==> config.mk <==
export PLATFORM = sky130hd
export DESIGN_NAME = wb_loopback_responder
export DESIGN_NICKNAME = d
export VERILOG_FILES = /design/src/rtl/wb_loopback_pkg.sv /design/src/rtl/byte_fifo.sv /design/src/rtl/wb_loopback_responder.sv
export SDC_FILE = /design/constraint.sdc
export NUM_CORES = 1
export LEC_CHECK = 0
export ABC_AREA = 1
export BUFFER_PORTS_ARGS = -buffer_cell sky130_fd_sc_hd__buf_2
export CAP_MARGIN = 20
export CORE_ASPECT_RATIO = 1.5
export CORE_MARGIN = 1.5
export CORE_UTILIZATION = 40
export DETAILED_ROUTE_END_ITERATION = 6
export SYNTH_ARGS = -nofsm -noshare
export SYNTH_HDL_FRONTEND = slang
export SYNTH_SLANG_ARGS = --single-unit
==> constraint.sdc <==
create_clock -name i_clk -period 2.88 [get_ports i_clk]
set_input_delay 0.432 -clock i_clk [delete_from_list [all_inputs] [get_ports i_clk]]
set_output_delay 0.432 -clock i_clk [all_outputs]
set_load 0.02 [all_outputs]
==> src/rtl/wb_loopback_pkg.sv <==
// Shared constants for the Wishbone loopback responder: register map,
// status register bit positions and the linefeed character.
package wb_loopback_pkg;

  localparam logic [31:0] STATUS_ADDR = 32'h10;
  localparam logic [31:0] RX_ADDR     = 32'h11;
  localparam logic [31:0] TX_ADDR     = 32'h12;

  localparam int ST_RX_EMPTY = 0;
  localparam int ST_RX_FULL  = 1;
  localparam int ST_TX_EMPTY = 2;
  localparam int ST_TX_FULL  = 3;
  localparam int ST_RX_UNF   = 4;
  localparam int ST_TX_OVF   = 5;

  localparam logic [7:0] LINEFEED = 8'h0A;

  typedef enum logic [1:0] {
    REG_NONE,
    REG_STATUS,
    REG_RX,
    REG_TX
  } reg_sel_e;

endpackage

==> src/rtl/byte_fifo.sv <==
// Synchronous byte FIFO with first-word fall-through head; push is refused
// when full and pop is ignored when empty, both judged on pre-edge state.
module byte_fifo #(
  parameter int DEPTH_LOG2 = 4
) (
  input  logic                clk_i,
  input  logic                rst_n_i,
  input  logic                push_i,
  input  logic [7:0]          data_i,
  input  logic                pop_i,
  output logic [7:0]          head_o,
  output logic                full_o,
  output logic                empty_o,
  output logic [DEPTH_LOG2:0] count_o
);

  localparam int DEPTH = 1 << DEPTH_LOG2;
  localparam logic [DEPTH_LOG2:0] FULL_CNT = {1'b1, {DEPTH_LOG2{1'b0}}};

  logic [7:0]            mem_q [DEPTH];
  logic [DEPTH_LOG2-1:0] wr_ptr_q, wr_ptr_d;
  logic [DEPTH_LOG2-1:0] rd_ptr_q, rd_ptr_d;
  logic [DEPTH_LOG2:0]   count_q, count_d;
  logic                  do_push, do_pop;

  assign full_o  = (count_q == FULL_CNT);
  assign empty_o = (count_q == '0);
  assign count_o = count_q;
  assign head_o  = mem_q[rd_ptr_q];

  assign do_push = push_i & ~full_o;
  assign do_pop  = pop_i & ~empty_o;

  always_comb begin
    wr_ptr_d = wr_ptr_q;
    rd_ptr_d = rd_ptr_q;
    count_d  = count_q;
    if (do_push) wr_ptr_d = wr_ptr_q + 1'b1;
    if (do_pop)  rd_ptr_d = rd_ptr_q + 1'b1;
    unique case ({do_push, do_pop})
      2'b10:   count_d = count_q + 1'b1;
      2'b01:   count_d = count_q - 1'b1;
      default: count_d = count_q;
    endcase
  end

  // NOTE: storage has no reset; pointers and count alone define validity.
  always_ff @(posedge clk_i) begin
    if (do_push) mem_q[wr_ptr_q] <= data_i;
  end

  always_ff @(posedge clk_i or negedge rst_n_i) begin
    if (!rst_n_i) begin
      wr_ptr_q <= '0;
      rd_ptr_q <= '0;
      count_q  <= '0;
    end else begin
      wr_ptr_q <= wr_ptr_d;
      rd_ptr_q <= rd_ptr_d;
      count_q  <= count_d;
    end
  end

endmodule

==> src/rtl/wb_loopback_responder.sv <==
// Wishbone responder mimicking the UART register map: side-port bytes feed
// the RX FIFO, bus writes feed a TX FIFO drained over a valid/ready port.
module wb_loopback_responder
  import wb_loopback_pkg::*;
#(
  parameter int          FIFO_DEPTH_LOG2 = 4,
  parameter logic [31:0] ADDR_STATUS     = STATUS_ADDR,
  parameter logic [31:0] ADDR_RX         = RX_ADDR,
  parameter logic [31:0] ADDR_TX         = TX_ADDR
) (
  input  logic        i_clk,
  input  logic        i_rst_n,
  input  logic [31:0] wb_data_in,
  output logic [31:0] wb_data_out,
  input  logic [31:0] wb_addr_in,
  input  logic        wb_write_enable_in,
  input  logic        wb_strobe_in,
  output logic        wb_ack_out,
  input  logic [7:0]  i_inj_byte,
  input  logic        i_inj_valid,
  output logic        o_inj_ready,
  output logic [7:0]  o_tx_byte,
  output logic        o_tx_valid,
  input  logic        i_tx_ready,
  output logic        rx_fifo_byte_available,
  output logic        rx_linefeed_available
);

  localparam int CW = FIFO_DEPTH_LOG2 + 1;

  logic          rx_full, rx_empty, tx_full, tx_empty;
  logic [CW-1:0] rx_count, tx_count;
  logic [7:0]    rx_head;
  logic          rx_push, rx_pop, rx_pop_req, tx_push, tx_push_req, tx_pop;
  logic          bus_rd, bus_wr, lf_in, lf_out;
  reg_sel_e      sel;
  logic [31:0]   status_word;

  logic [31:0]   wb_data_q, wb_data_d;
  logic          wb_ack_q;
  logic          rx_unf_q, rx_unf_d, tx_ovf_q, tx_ovf_d;
  logic [CW-1:0] lf_cnt_q, lf_cnt_d;

  logic unused_wdata;
  assign unused_wdata = ^wb_data_in[31:8];

  byte_fifo #(.DEPTH_LOG2(FIFO_DEPTH_LOG2)) u_rx_fifo (
    .clk_i   (i_clk),
    .rst_n_i (i_rst_n),
    .push_i  (rx_push),
    .data_i  (i_inj_byte),
    .pop_i   (rx_pop),
    .head_o  (rx_head),
    .full_o  (rx_full),
    .empty_o (rx_empty),
    .count_o (rx_count)
  );

  byte_fifo #(.DEPTH_LOG2(FIFO_DEPTH_LOG2)) u_tx_fifo (
    .clk_i   (i_clk),
    .rst_n_i (i_rst_n),
    .push_i  (tx_push),
    .data_i  (wb_data_in[7:0]),
    .pop_i   (tx_pop),
    .head_o  (o_tx_byte),
    .full_o  (tx_full),
    .empty_o (tx_empty),
    .count_o (tx_count)
  );

  always_comb begin
    sel = REG_NONE;
    if      (wb_addr_in == ADDR_STATUS) sel = REG_STATUS;
    else if (wb_addr_in == ADDR_RX)     sel = REG_RX;
    else if (wb_addr_in == ADDR_TX)     sel = REG_TX;
  end

  assign bus_rd      = wb_strobe_in & ~wb_write_enable_in;
  assign bus_wr      = wb_strobe_in & wb_write_enable_in;
  assign rx_pop_req  = bus_rd & (sel == REG_RX);
  assign rx_pop      = rx_pop_req & ~rx_empty;
  assign tx_push_req = bus_wr & (sel == REG_TX);
  assign tx_push     = tx_push_req & ~tx_full;
  assign rx_push     = i_inj_valid & ~rx_full;
  assign tx_pop      = ~tx_empty & i_tx_ready;
  assign lf_in       = rx_push & (i_inj_byte == LINEFEED);
  assign lf_out      = rx_pop & (rx_head == LINEFEED);

  always_comb begin
    status_word              = '0;
    status_word[ST_RX_EMPTY] = rx_empty;
    status_word[ST_RX_FULL]  = rx_full;
    status_word[ST_TX_EMPTY] = tx_empty;
    status_word[ST_TX_FULL]  = tx_full;
    status_word[ST_RX_UNF]   = rx_unf_q;
    status_word[ST_TX_OVF]   = tx_ovf_q;
    status_word[15:8]        = 8'(rx_count);
    status_word[23:16]       = 8'(tx_count);
  end

  always_comb begin
    wb_data_d = wb_data_q;
    rx_unf_d  = rx_unf_q;
    tx_ovf_d  = tx_ovf_q;
    lf_cnt_d  = lf_cnt_q;

    if (bus_rd) begin
      unique case (sel)
        REG_STATUS: wb_data_d = status_word;
        REG_RX:     wb_data_d = rx_empty ? 32'h0 : {24'h0, rx_head};
        default:    wb_data_d = 32'h0;
      endcase
    end

    // Clear first so that a same-cycle set takes precedence.
    if (bus_wr && sel == REG_STATUS) begin
      if (wb_data_in[ST_RX_UNF]) rx_unf_d = 1'b0;
      if (wb_data_in[ST_TX_OVF]) tx_ovf_d = 1'b0;
    end
    if (rx_pop_req && rx_empty) rx_unf_d = 1'b1;
    if (tx_push_req && tx_full) tx_ovf_d = 1'b1;

    unique case ({lf_in, lf_out})
      2'b10:   lf_cnt_d = lf_cnt_q + 1'b1;
      2'b01:   lf_cnt_d = lf_cnt_q - 1'b1;
      default: lf_cnt_d = lf_cnt_q;
    endcase
  end

  // NOTE: non-blocking assignments keep all registers sampling pre-edge values.
  always_ff @(posedge i_clk or negedge i_rst_n) begin
    if (!i_rst_n) begin
      wb_data_q <= '0;
      wb_ack_q  <= 1'b0;
      rx_unf_q  <= 1'b0;
      tx_ovf_q  <= 1'b0;
      lf_cnt_q  <= '0;
    end else begin
      wb_data_q <= wb_data_d;
      wb_ack_q  <= wb_strobe_in;
      rx_unf_q  <= rx_unf_d;
      tx_ovf_q  <= tx_ovf_d;
      lf_cnt_q  <= lf_cnt_d;
    end
  end

  assign wb_data_out            = wb_data_q;
  assign wb_ack_out             = wb_ack_q;
  assign o_inj_ready            = ~rx_full;
  assign o_tx_valid             = ~tx_empty;
  assign rx_fifo_byte_available = ~rx_empty;
  assign rx_linefeed_available  = (lf_cnt_q != '0);

endmodule

==> impl_metrics.env <==
export IMPL_status="finished with violations"
export IMPL_violations="setup timing"
export IMPL_port_buffers=84
export IMPL_clkPwrFrac=0.316
export IMPL_leakage_nw=6.50
export IMPL_grt_use_met3=0.0257
export IMPL_worst_ep_arrival_time_ps=3390
export IMPL_path_common_cell="buf_4"
export IMPL_power_density_nw_per_um2=718
export IMPL_p_total_w=0.0118
export IMPL_io_pins=123
export IMPL_setup_ws_ps=-56.2
export IMPL_std_cell_rows=82
export IMPL_busiest_layer="met2"
export IMPL_cts_buffers=30
export IMPL_timing_slew_headroom=0.568
export IMPL_path_class="flop to flop"
export IMPL_antenna_found_initial=1
export IMPL_avgRoutedWirePerCell_um=18.2
export IMPL_num_vias=9165
export IMPL_grt_pass1_vias=9192
export IMPL_clock_latency_ps=570
export IMPL_crit_end="wb_data_out[6]"
export IMPL_skew_ps=20.3
export IMPL_overflow=0
export IMPL_critical_path_slowest_cell="dfrtp_2"
export IMPL_final_net_count=1467
export IMPL_final_util=0.493
export IMPL_drive_gt1_frac=0.229
export IMPL_fin_crit_ps=2940
export IMPL_fin_crit_sh=1.02
export IMPL_synthAdderAreaFrac=0.0250
export IMPL_grt_pass1_wl_mm=49.5
export IMPL_hpwlAfterDp_mm=22.0
export IMPL_pwr_share_seq=0.457
export IMPL_ys_types=37
export IMPL_finalNonFillerCells=1807
export IMPL_ys_ff_latch=308
export IMPL_viasPerCell=5.07
export IMPL_grt_max_degree=66
export IMPL_multi_input_area_um2=4040
export IMPL_peakVddDrop_v=0.000454
export IMPL_crit_family="buffers and inverters"
export IMPL_gr_usage_met1=0.190
export IMPL_tightest_slew_ps=648
export IMPL_synthCells=1180
export IMPL_syn_area_per_cell_um2=11.4
export IMPL_worstPathRequired_ps=3330
export IMPL_nFillCells=3016
export IMPL_die_y_um=227
export IMPL_drtAntennaViolNets=0
export IMPL_reg2reg_depth=21
export IMPL_final_seq_area_um2=8990
export IMPL_slowest_delay_ps=520
export IMPL_switching_share=0.305
export IMPL_intPower_w=0.00818
export IMPL_rrSetupSlack_ps=-60
export IMPL_gp_congestion=0.839
export IMPL_critPathBufInv=13
export IMPL_root_buffer="clkbuf_16"
export IMPL_p_sw_w=0.00359
export IMPL_ys_seq_area_frac=0.670
export IMPL_whs_ps=219
export IMPL_setup_viol=2
export IMPL_final_hold_viol_count=0
export IMPL_synthXorXnorAreaFrac=0.0124
export IMPL_synth_compound_area_share=0.0789
export IMPL_cts_max_level=1
export IMPL_met2_usage=0.364
export IMPL_first_pass_iters=5
export IMPL_synth_top_family_by_area="simple AND/OR/NAND/NOR gates"
export IMPL_cp_max_fo=7
export IMPL_dp_cells=1726
export IMPL_netlist_area_um2=13400
export IMPL_grt_setup_unrepaired="yes"
export IMPL_ys_warnings_count=0
export IMPL_maxCapViolCount=0
export IMPL_wirelength_mm=32.9
export IMPL_p_comb_frac=0.227
export IMPL_core_area_um2=33200
export IMPL_muxShareOfSynthArea=0.0171
export IMPL_critPathCaptureType="flop"
export IMPL_hold_path_class="primary input to flop"
export IMPL_grt_usage=0.184
export IMPL_timing_rr_start="u_rx_fifo.rd_ptr_q[0]"
export IMPL_cts_sinks=308
export IMPL_dieArea_um2=34700
export IMPL_worst_path_stages=21
export IMPL_synthSimpleGateAreaFrac=0.147
export IMPL_worstPathCellList="buf_8, buf_12, nor2_2, nor2_1, o21ai_0, nand3_1, nand3_2, nand2_2, buf_4, buf_4, buf_4, buf_4, buf_4, buf_4, buf_4, buf_4, buf_4, buf_4, buf_4, nand2_1, nand2_1"
export IMPL_area_growth_pct=22.1
export IMPL_remaining_drc_errors=0
export IMPL_critPathLaunch="u_rx_fifo.rd_ptr_q[0]"
export IMPL_clockBufferDepth=3
export IMPL_die_w_um=153
export IMPL_cts_tree="yes"
export IMPL_slew_viol_final=0
export IMPL_cp_start_kind="flop"
export IMPL_fmax_ghz=0.341
export IMPL_drtIter0Drc=696
export IMPL_r2r_end="wb_data_out[6]"
export IMPL_initial_utilization=0.404
export IMPL_clkSlewWorstSetupHoldPaths_ps=60
how the worst min path moves through the flow:
| stage | start | end | slack, ps | cells after the start |
|---|---|---|---|---|
| floorplan | i_rst_n | lf_cnt_q[0] | 140 | 0 |
| global placement | u_rx_fifo.count_o[4] | u_rx_fifo.count_o[4] | 460 | 1 |
| detailed placement | u_rx_fifo.count_o[4] | u_rx_fifo.count_o[4] | 460 | 1 |
| CTS | i_tx_ready | u_tx_fifo.rd_ptr_q[1] | 210 | 4 |
| global route | i_tx_ready | u_tx_fifo.rd_ptr_q[1] | 230 | 4 |
| finish | i_tx_ready | u_tx_fifo.rd_ptr_q[1] | 220 | 4 |
timing repair:
item                       CTS  global route
cloned                       1             5
hold endpoints to repair    24             0
resized for setup           20            66
pin swaps                   12            35
hold buffers                 2             0
setup endpoints to repair    5             8
setup buffers               12             6
layout make-up:
class,count,share of cell area
antenna,1,0.000153
clock buffer,38,0.0476
clock inverter,16,0.00863
inverter,93,0.0218
multi-input combinational,728,0.247
sequential,308,0.549
tap,420,0.0321
timing repair buffer,203,0.0944
cells by family after synthesis:
logic type | Yosys count
buffers and inverters | 157
DFF | 308
other | 1
muxes | 23
AOI/OAI and AO/OA | 173
adders and majority gates | 25
xor gates and xnor gates | 19
and+or+nand+nor | 474
placed cells by master, fill, tap and decap left out, types with 12 or more instances in the layout:
cell type,count
conb_1,14
nand2_1,184
ha_1,19
a21oi_1,22
mux2i_1,23
nand3_2,23
nand3_1,57
inv_2,13
clkinv_1,12
buf_4,97
clkbuf_16,34
nand2_2,12
xor2_1,13
o221ai_1,23
buf_2,84
o21ai_0,68
o211ai_1,17
o21ai_1,16
edfxtp_1,256
nor2_1,172
dfrtp_1,49
inv_1,75
per-layer routing:
layer	vias to the layer above	routed length, um
met5	-	0
met4	0	1200
met2	189	18600
met1	4459	11900
li1	4443	-
met3	74	1150
registers in the layout, indices dropped and copies added, names as in the netlist:
signal / cells
u_rx_fifo.mem_q: 128
u_tx_fifo.mem_q: 128
wb_data_out: 18
lf_cnt_q: 5
u_rx_fifo.count_o: 5
u_tx_fifo.count_o: 5
u_rx_fifo.rd_ptr_q: 4
u_rx_fifo.wr_ptr_q: 4
u_tx_fifo.rd_ptr_q: 4
u_tx_fifo.wr_ptr_q: 4
rx_unf_q: 1
tx_ovf_q: 1
wb_ack_out: 1
worst register-to-register path, stage by stage, from the launching register on:
cell,delay (ps)
dfrtp_2,520
buf_8,200
buf_12,140
nor2_2,110
nor2_1,50
o21ai_0,70
nand3_1,130
nand3_2,110
nand2_2,90
buf_4,130
buf_4,120
buf_4,120
buf_4,120
buf_4,120
buf_4,120
buf_4,120
buf_4,120
buf_4,120
buf_4,120
buf_4,110
nand2_1,50
nand2_1,40
per-stage QoR:
step | TNS [ps] | cell area (um^2) | setup WS (ps)
floorplan | 0 | 13500 | 233
global placement | -870 | 14900 | -229
detailed placement | -1380 | 14900 | -297
CTS | -20.7 | 16000 | -20.7
global route | -567 | 16400 | -198
finish | -67.2 | 16400 | -56.2
synthesized netlist by cell type (all sizes together):
cell | count | area share
o32ai | 9 | 0.0059
dfrtp | 52 | 0.097
a21oi | 25 | 0.0093
buf | 36 | 0.016
edfxtp | 256 | 0.57
o21ai | 86 | 0.032
inv | 89 | 0.025
ha | 22 | 0.021
nor4 | 2 | 0.00093
fa | 3 | 0.0045
o31ai | 11 | 0.0062
xor2 | 13 | 0.0085
a21o | 1 | 0.00056
clkinv | 4 | 0.0011
nor3 | 2 | 0.0016
nor2 | 187 | 0.054
o211ai | 17 | 0.0095
or2 | 2 | 0.00093
nand3 | 80 | 0.031
o221ai | 23 | 0.015
conb | 1 | 0.00028
clkbuf | 28 | 0.0078
mux2i | 23 | 0.017
nand2 | 196 | 0.055
nand4 | 5 | 0.0023
a31oi | 1 | 0.00047
xnor2 | 6 | 0.0039
power by group through the flow:
| stage | sequential [W] | combinational [W] | clock, W |
|---|---|---|---|
| 2_1_floorplan | 0.00537 | 0.00178 | 0 |
| 3_3_place_gp | 0.00547 | 0.00252 | 0 |
| 3_5_place_dp | 0.00549 | 0.00259 | 0 |
| 4_1_cts | 0.00540 | 0.00262 | 0.00383 |
| 5_1_grt | 0.00541 | 0.00297 | 0.00400 |
| 6_report | 0.00538 | 0.00267 | 0.00373 |
Note: power is estimated with default switching activity, not from simulation.
